### src/rtl/rasterizer_backend.sv
// rasterizer_backend: bounding-box walk with incremental edge functions.
// Define RASTERIZER_BACKEND_EMIT_ALL_EN to emit every box pixel.
module rasterizer_backend #(
  parameter int DATAWIDTH = 12,
  parameter int ACCWIDTH  = 24
) (
  input  logic                        clk,
  input  logic                        rstn,
  input  logic                        i_dv,
  output logic                        ready,
  input  logic signed [DATAWIDTH-1:0] i_bb_tl [2],
  input  logic signed [DATAWIDTH-1:0] i_bb_br [2],
  input  logic signed [DATAWIDTH-1:0] i_edge_val0,
  input  logic signed [DATAWIDTH-1:0] i_edge_val1,
  input  logic signed [DATAWIDTH-1:0] i_edge_val2,
  input  logic signed [DATAWIDTH-1:0] i_edge_delta0 [2],
  input  logic signed [DATAWIDTH-1:0] i_edge_delta1 [2],
  input  logic signed [DATAWIDTH-1:0] i_edge_delta2 [2],
  input  logic signed [DATAWIDTH-1:0] i_area_inv,
  output logic signed [DATAWIDTH-1:0] o_frag_x,
  output logic signed [DATAWIDTH-1:0] o_frag_y,
  output logic signed [ACCWIDTH-1:0]  o_frag_w0,
  output logic signed [ACCWIDTH-1:0]  o_frag_w1,
  output logic signed [ACCWIDTH-1:0]  o_frag_w2,
  output logic signed [DATAWIDTH-1:0] o_frag_area_inv,
  output logic                        o_frag_inside,
  output logic                        o_frag_valid,
  input  logic                        i_frag_ready,
  output logic                        o_done
);

  typedef enum logic [1:0] {
    S_IDLE,
    S_INIT,
    S_SCAN
  } state_t;

  state_t r_state;
  state_t w_state_nxt;

  logic signed [DATAWIDTH-1:0] r_tlx;
  logic signed [DATAWIDTH-1:0] r_tly;
  logic signed [DATAWIDTH-1:0] r_brx;
  logic signed [DATAWIDTH-1:0] r_bry;
  logic signed [DATAWIDTH-1:0] r_ainv;
  logic signed [DATAWIDTH-1:0] r_x;
  logic signed [DATAWIDTH-1:0] r_y;
  logic signed [ACCWIDTH-1:0]  r_e   [3];
  logic signed [ACCWIDTH-1:0]  r_dx  [3];
  logic signed [ACCWIDTH-1:0]  r_dy  [3];
  logic signed [ACCWIDTH-1:0]  r_row [3];
  logic signed [ACCWIDTH-1:0]  r_cur [3];
  logic signed [ACCWIDTH-1:0]  w_init [3];

  logic signed [DATAWIDTH-1:0] r_ox;
  logic signed [DATAWIDTH-1:0] r_oy;
  logic signed [ACCWIDTH-1:0]  r_ow  [3];
  logic signed [DATAWIDTH-1:0] r_oainv;
  logic                        r_oin;
  logic                        r_valid;
  logic                        r_done;

  logic w_empty;
  logic w_inside;
  logic w_emit;
  logic w_adv;
  logic w_xlast;
  logic w_ylast;

  function automatic logic signed [ACCWIDTH-1:0] sx(
    input logic signed [DATAWIDTH-1:0] v
  );
    return {{(ACCWIDTH-DATAWIDTH){v[DATAWIDTH-1]}}, v};
  endfunction

  always_comb begin
    for (int k = 0; k < 3; k++) begin
      w_init[k] = r_e[k] + sx(r_tlx) * r_dx[k]
                + sx(r_tly) * r_dy[k];
    end
  end

  assign w_empty  = (r_tlx > r_brx) || (r_tly > r_bry);
  assign w_inside = !r_cur[0][ACCWIDTH-1]
                 && !r_cur[1][ACCWIDTH-1]
                 && !r_cur[2][ACCWIDTH-1];
  assign w_adv    = !r_valid || i_frag_ready;
  assign w_xlast  = !(r_x < r_brx);
  assign w_ylast  = !(r_y < r_bry);

`ifdef RASTERIZER_BACKEND_EMIT_ALL_EN
  assign w_emit = 1'b1;
`else
  assign w_emit = w_inside;
`endif

  always_ff @(posedge clk) begin
    if (!rstn) r_state <= S_IDLE;
    else       r_state <= w_state_nxt;
  end

  always_comb begin
    w_state_nxt = r_state;
    ready       = 1'b0;
    unique case (r_state)
      S_IDLE: begin
        ready = rstn;
        if (i_dv) w_state_nxt = S_INIT;
      end
      S_INIT: begin
        w_state_nxt = w_empty ? S_IDLE : S_SCAN;
      end
      S_SCAN: begin
        if (w_adv && w_xlast && w_ylast)
          w_state_nxt = S_IDLE;
      end
      default: w_state_nxt = S_IDLE;
    endcase
  end

  always_ff @(posedge clk) begin
    if (!rstn) begin
      r_tlx   <= '0;
      r_tly   <= '0;
      r_brx   <= '0;
      r_bry   <= '0;
      r_ainv  <= '0;
      r_x     <= '0;
      r_y     <= '0;
      r_ox    <= '0;
      r_oy    <= '0;
      r_oainv <= '0;
      r_oin   <= 1'b0;
      r_valid <= 1'b0;
      r_done  <= 1'b0;
      for (int k = 0; k < 3; k++) begin
        r_e[k]   <= '0;
        r_dx[k]  <= '0;
        r_dy[k]  <= '0;
        r_row[k] <= '0;
        r_cur[k] <= '0;
        r_ow[k]  <= '0;
      end
    end else begin
      r_done <= 1'b0;
      if (r_valid && i_frag_ready) r_valid <= 1'b0;
      unique case (r_state)
        S_IDLE: begin
          if (i_dv) begin
            r_tlx   <= i_bb_tl[0];
            r_tly   <= i_bb_tl[1];
            r_brx   <= i_bb_br[0];
            r_bry   <= i_bb_br[1];
            r_ainv  <= i_area_inv;
            r_e[0]  <= sx(i_edge_val0);
            r_e[1]  <= sx(i_edge_val1);
            r_e[2]  <= sx(i_edge_val2);
            r_dx[0] <= sx(i_edge_delta0[0]);
            r_dy[0] <= sx(i_edge_delta0[1]);
            r_dx[1] <= sx(i_edge_delta1[0]);
            r_dy[1] <= sx(i_edge_delta1[1]);
            r_dx[2] <= sx(i_edge_delta2[0]);
            r_dy[2] <= sx(i_edge_delta2[1]);
          end
        end
        S_INIT: begin
          r_x <= r_tlx;
          r_y <= r_tly;
          for (int k = 0; k < 3; k++) begin
            r_row[k] <= w_init[k];
            r_cur[k] <= w_init[k];
          end
          if (w_empty) r_done <= 1'b1;
        end
        S_SCAN: begin
          if (w_adv) begin
            if (w_emit) begin
              r_ox    <= r_x;
              r_oy    <= r_y;
              r_oainv <= r_ainv;
              r_oin   <= w_inside;
              r_valid <= 1'b1;
              for (int k = 0; k < 3; k++)
                r_ow[k] <= r_cur[k];
            end
            if (!w_xlast) begin
              r_x <= r_x + 1'b1;
              for (int k = 0; k < 3; k++)
                r_cur[k] <= r_cur[k] + r_dx[k];
            end else if (!w_ylast) begin
              // next row restarts from the left-column accumulator
              r_x <= r_tlx;
              r_y <= r_y + 1'b1;
              for (int k = 0; k < 3; k++) begin
                r_row[k] <= r_row[k] + r_dy[k];
                r_cur[k] <= r_row[k] + r_dy[k];
              end
            end else begin
              r_done <= 1'b1;
            end
          end
        end
        default: ;
      endcase
    end
  end

  assign o_frag_x        = r_ox;
  assign o_frag_y        = r_oy;
  assign o_frag_w0       = r_ow[0];
  assign o_frag_w1       = r_ow[1];
  assign o_frag_w2       = r_ow[2];
  assign o_frag_area_inv = r_oainv;
  assign o_frag_inside   = r_oin;
  assign o_frag_valid    = r_valid;
  assign o_done          = r_done;

endmodule

### config.mk
export PLATFORM = sky130hd
export DESIGN_NAME = rasterizer_backend
export DESIGN_NICKNAME = d
export VERILOG_FILES = /design/src/rtl/rasterizer_backend.sv
export SDC_FILE = /design/constraint.sdc
export NUM_CORES = 2
export LEC_CHECK = 0
export CAP_MARGIN = 20
export CORE_MARGIN = 5
export CORE_UTILIZATION = 60
export CTS_CLUSTER_SIZE = 14
export DETAILED_ROUTE_END_ITERATION = 8
export GPL_ROUTABILITY_DRIVEN = 0
export PLACE_DENSITY = 0.79
export SYNTH_ARGS = -nofsm -noshare
export SYNTH_HDL_FRONTEND = slang
export SYNTH_SLANG_ARGS = --single-unit
### constraint.sdc
create_clock -name clk -period 10.2 [get_ports clk]
set_clock_uncertainty 0.1 [all_clocks]
set_input_delay 1.02 -clock clk [delete_from_list [all_inputs] [get_ports clk]]
set_output_delay 1.02 -clock clk [all_outputs]
set_load 0.03 [all_outputs]
==> results.toml <==
[floorplan]
initial_utilization_pct = 60.4
ios = 284
die_h_um = 324
core_area_sq_um = 98300
design.die.area_sq_um = 105000
dieWidth_um = 324
rows = 115

[clock_tree]
post_cts_resized = 0
cts_htree_levels = 2
post_cts_buffers = 0
cts_buffers = 52
cts.clk_slew.worst_paths_ns = 0.06
cts_tree = "done"
postCtsHoldBufs = 0
insertion_delay_ns = 0.66
root_buffer = "clkbuf_16"
clock_sinks = 449
cts_buffer_depth = 3

[worst_setup_path]
cp.required_ns = 10.51
crit_chain = "nand2_1 > fa_1 > inv_1 > fa_1 > inv_1 > fa_1 > fa_1 > inv_1 > fa_1 > inv_1 > fa_1 > fa_1 > xnor2_1 > xnor2_1 > xnor2_1 > xnor2_1 > xnor2_1 > inv_1 > or3_1 > a31o_2 > o21a_1"
cp-start-kind = "register"
cp_max_fo = 14
crit_buf_inv = 5
worstSetupPathType = "register to register"
cp_top_family = "adder cells"
critical-path-slowest-cell = "fa_1"
critPathCaptureType = "register"
slowest_delay_ns = 0.93
arrival_ns = 8.41
critPathMostFrequentCell = "fa_1"

[placed_design]
io_buffers = 283
place_area_sq_um = 63300
post-place-ws_ns = 2.34
dp_hpwl_um = 130000

[sta]
worst_slack_ns = 2.10
rsz0062_at_grt = "no"
fin_tns_setup_ns = 0
setup_violations = 0
drv_slew = 0
worstMarginPinSlew_ns = 1.14
timing.final.crit_share_pct = 79.4
clock.fmax_mhz = 123
period_needed_ns = 8.10
relSlewSlack_pct = 23.7
hold_violations = 0

[logic_synthesis]
ys_seq_area_share_pct = 20.6
syn_area_sq_um = 59300
syn_inst = 6143
yosys_most_used_dff = "edfxtp_1"
synth_edf_count = 324
syn_area_per_cell_sq_um = 9.66
ys_ff_latch = 449
yosysWarnings = 0
async_flop_share_pct = 0
synth_cell_types = 82

[route]
avgRoutedWirePerCell_um = 21.6
antenna_left = 0
dr_total_vias = 44600
drt_iter0_drc = 3400
vias_per_cell = 5.86
firstDrtPassIters = 6
routed_wl_um = 164000
post-route-drc-count = 0

[flow_run]
drv_cap = 0

[power_and_ir_drop]
p_leak_nw = 31.2
powerDensity_nw_per_um2 = 226
worst_ir_drop_vdd_mv = 0.366

[grt]
grt_max_degree = 104
grt_pass1_wl_um = 261000
grt_pass1_vias = 48400
antenna_found_initial = 8
grt-ovfl-total = 0
grt_usage_pct = 31.4

[final_layout]
fin_util_pct = 66.3
area_growth_pct = 9.88
stdcell_area_sq_um = 65200
n_fill_cell = 7466
fin_nets = 7898
drive_gt1_share_pct = 3.16

[min_path]
hp-class = "register to register"

[outcome]
status = "finished clean"
## cells by family after synthesis
logic type | after synthesis | synth area share [%]
AOI/OAI and AO/OA | 797 | 8.81
xor gates and xnor gates | 219 | 3.23
adders and majority gates | 1449 | 43.1
buffers and inverters | 1394 | 8.86
DFF | 449 | 20.6
muxes | 17 | 0.299
other | 1 | 0.00632
and+or+nand+nor | 1817 | 15.0
## metrics by stage
| step | power [mW] | hold WS (ns) | std cells |
|---|---|---|---|
| floorplan | 9.36 | 0.332 | 6145 |
| global placement | 12.3 | 0.336 | 7510 |
| detailed placement | 12.5 | 0.344 | 7510 |
| CTS | 14.7 | 0.352 | 7608 |
| global route | 15.8 | 0.364 | 7608 |
| finish | 14.8 | 0.353 | 7612 |
## power by group
part	total, mW	internal [mW]	switching (mW)
sequential	2.74	2.35	0.383
clock	2.04	1.18	0.862
combinational	9.98	3.94	6.04
## cells in the mapped netlist (34+ instances only)
cell	count	area, sq um
o211ai_1	46	345
edfxtp_1	324	9730
clkbuf_1	248	931
a22o_1	34	298
dfxtp_1	125	2500
and2_1	461	2880
xnor2_1	164	1440
xor2_1	55	482
nand2b_1	65	407
nand3_1	43	215
inv_1	1124	4220
a21oi_1	202	1010
o21a_1	53	398
nand2_1	790	2970
nor3_1	43	215
a21o_1	70	526
fa_1	993	19900
ha_1	456	5710
o21ai_0	174	871
nor2_1	183	687
and3_1	93	582
## area by class of cell
class / instances / area [sq um] / share of cell area, %
Clock inverter: 31 / 384 / 0.589
Clock buffer: 67 / 1490 / 2.29
Antenna cell: 4 / 10.0 / 0.0154
Tap cell: 1287 / 1610 / 2.47
Sequential cell: 449 / 12200 / 18.8
Multi-Input combinational cell: 4302 / 41900 / 64.3
Timing Repair Buffer: 344 / 3310 / 5.08
Inverter: 1128 / 4240 / 6.50
## worst min-delay path: stages (launching register included)
cell     delay [ns]
dfxtp_1        0.31
nand2_1        0.05
a21oi_1        0.05
## worst paths after layout
path	startpoint	slack, ns	cells after the start	endpoint
worst max register to register	r_tlx[0]	2.10	21	r_cur[0][23]
worst min-delay path	r_ainv[3]	0.35	2	o_frag_area_inv[3]
worst min register to register	r_ainv[3]	0.35	2	o_frag_area_inv[3]
worst max-delay path	r_tlx[0]	2.10	21	r_cur[0][23]
## per-layer routing
metal / up-vias / track usage (%) / routed length, um / part of all wire (%)
met5: - / 0 / 34 / 0.021
met4: 4 / 19.6 / 13100 / 8.0
met3: 658 / 5.85 / 13300 / 8.1
met2: 2042 / 53.9 / 79900 / 49
met1: 22200 / 36.5 / 58000 / 35
li1: 19700 / - / - / -
## flip-flops by register name (all words and copies together) (netlist names), 36 cells and up
name,flops
r_cur,72
r_ow,72
r_row,72
r_dx,36
r_dy,36
r_e,36
## layout by cell type, fill, tap and decap left out, types with 9 or more instances in the layout
cell type,Yosys,routed
a211o_1,11,11
a211oi_1,25,25
a21boi_0,14,14
a21o_1,70,70
a21oi_1,202,201
a22o_1,34,34
a31oi_1,25,25
and2_1,461,461
and3_1,93,92
buf_4,0,59
clkbuf_16,0,55
clkdlybuf4s50_1,0,282
dfxtp_1,125,125
edfxtp_1,324,324
fa_1,993,993
ha_1,456,456
inv_1,1124,1124
mux2i_1,11,11
nand2_1,790,789
nand2b_1,65,64
nand3_1,43,42
nand3b_1,11,11
nand4_1,14,14
nor2_1,183,182
nor2b_1,32,32
nor3_1,43,42
nor3b_1,12,12
o211ai_1,46,46
o21a_1,53,53
o21ai_0,174,174
o21bai_1,14,14
o221ai_1,11,11
o22ai_1,13,13
o311ai_0,9,9
o31ai_1,19,19
or3_1,32,32
xnor2_1,164,164
xor2_1,55,55
(Power assumes the default switching activity.)
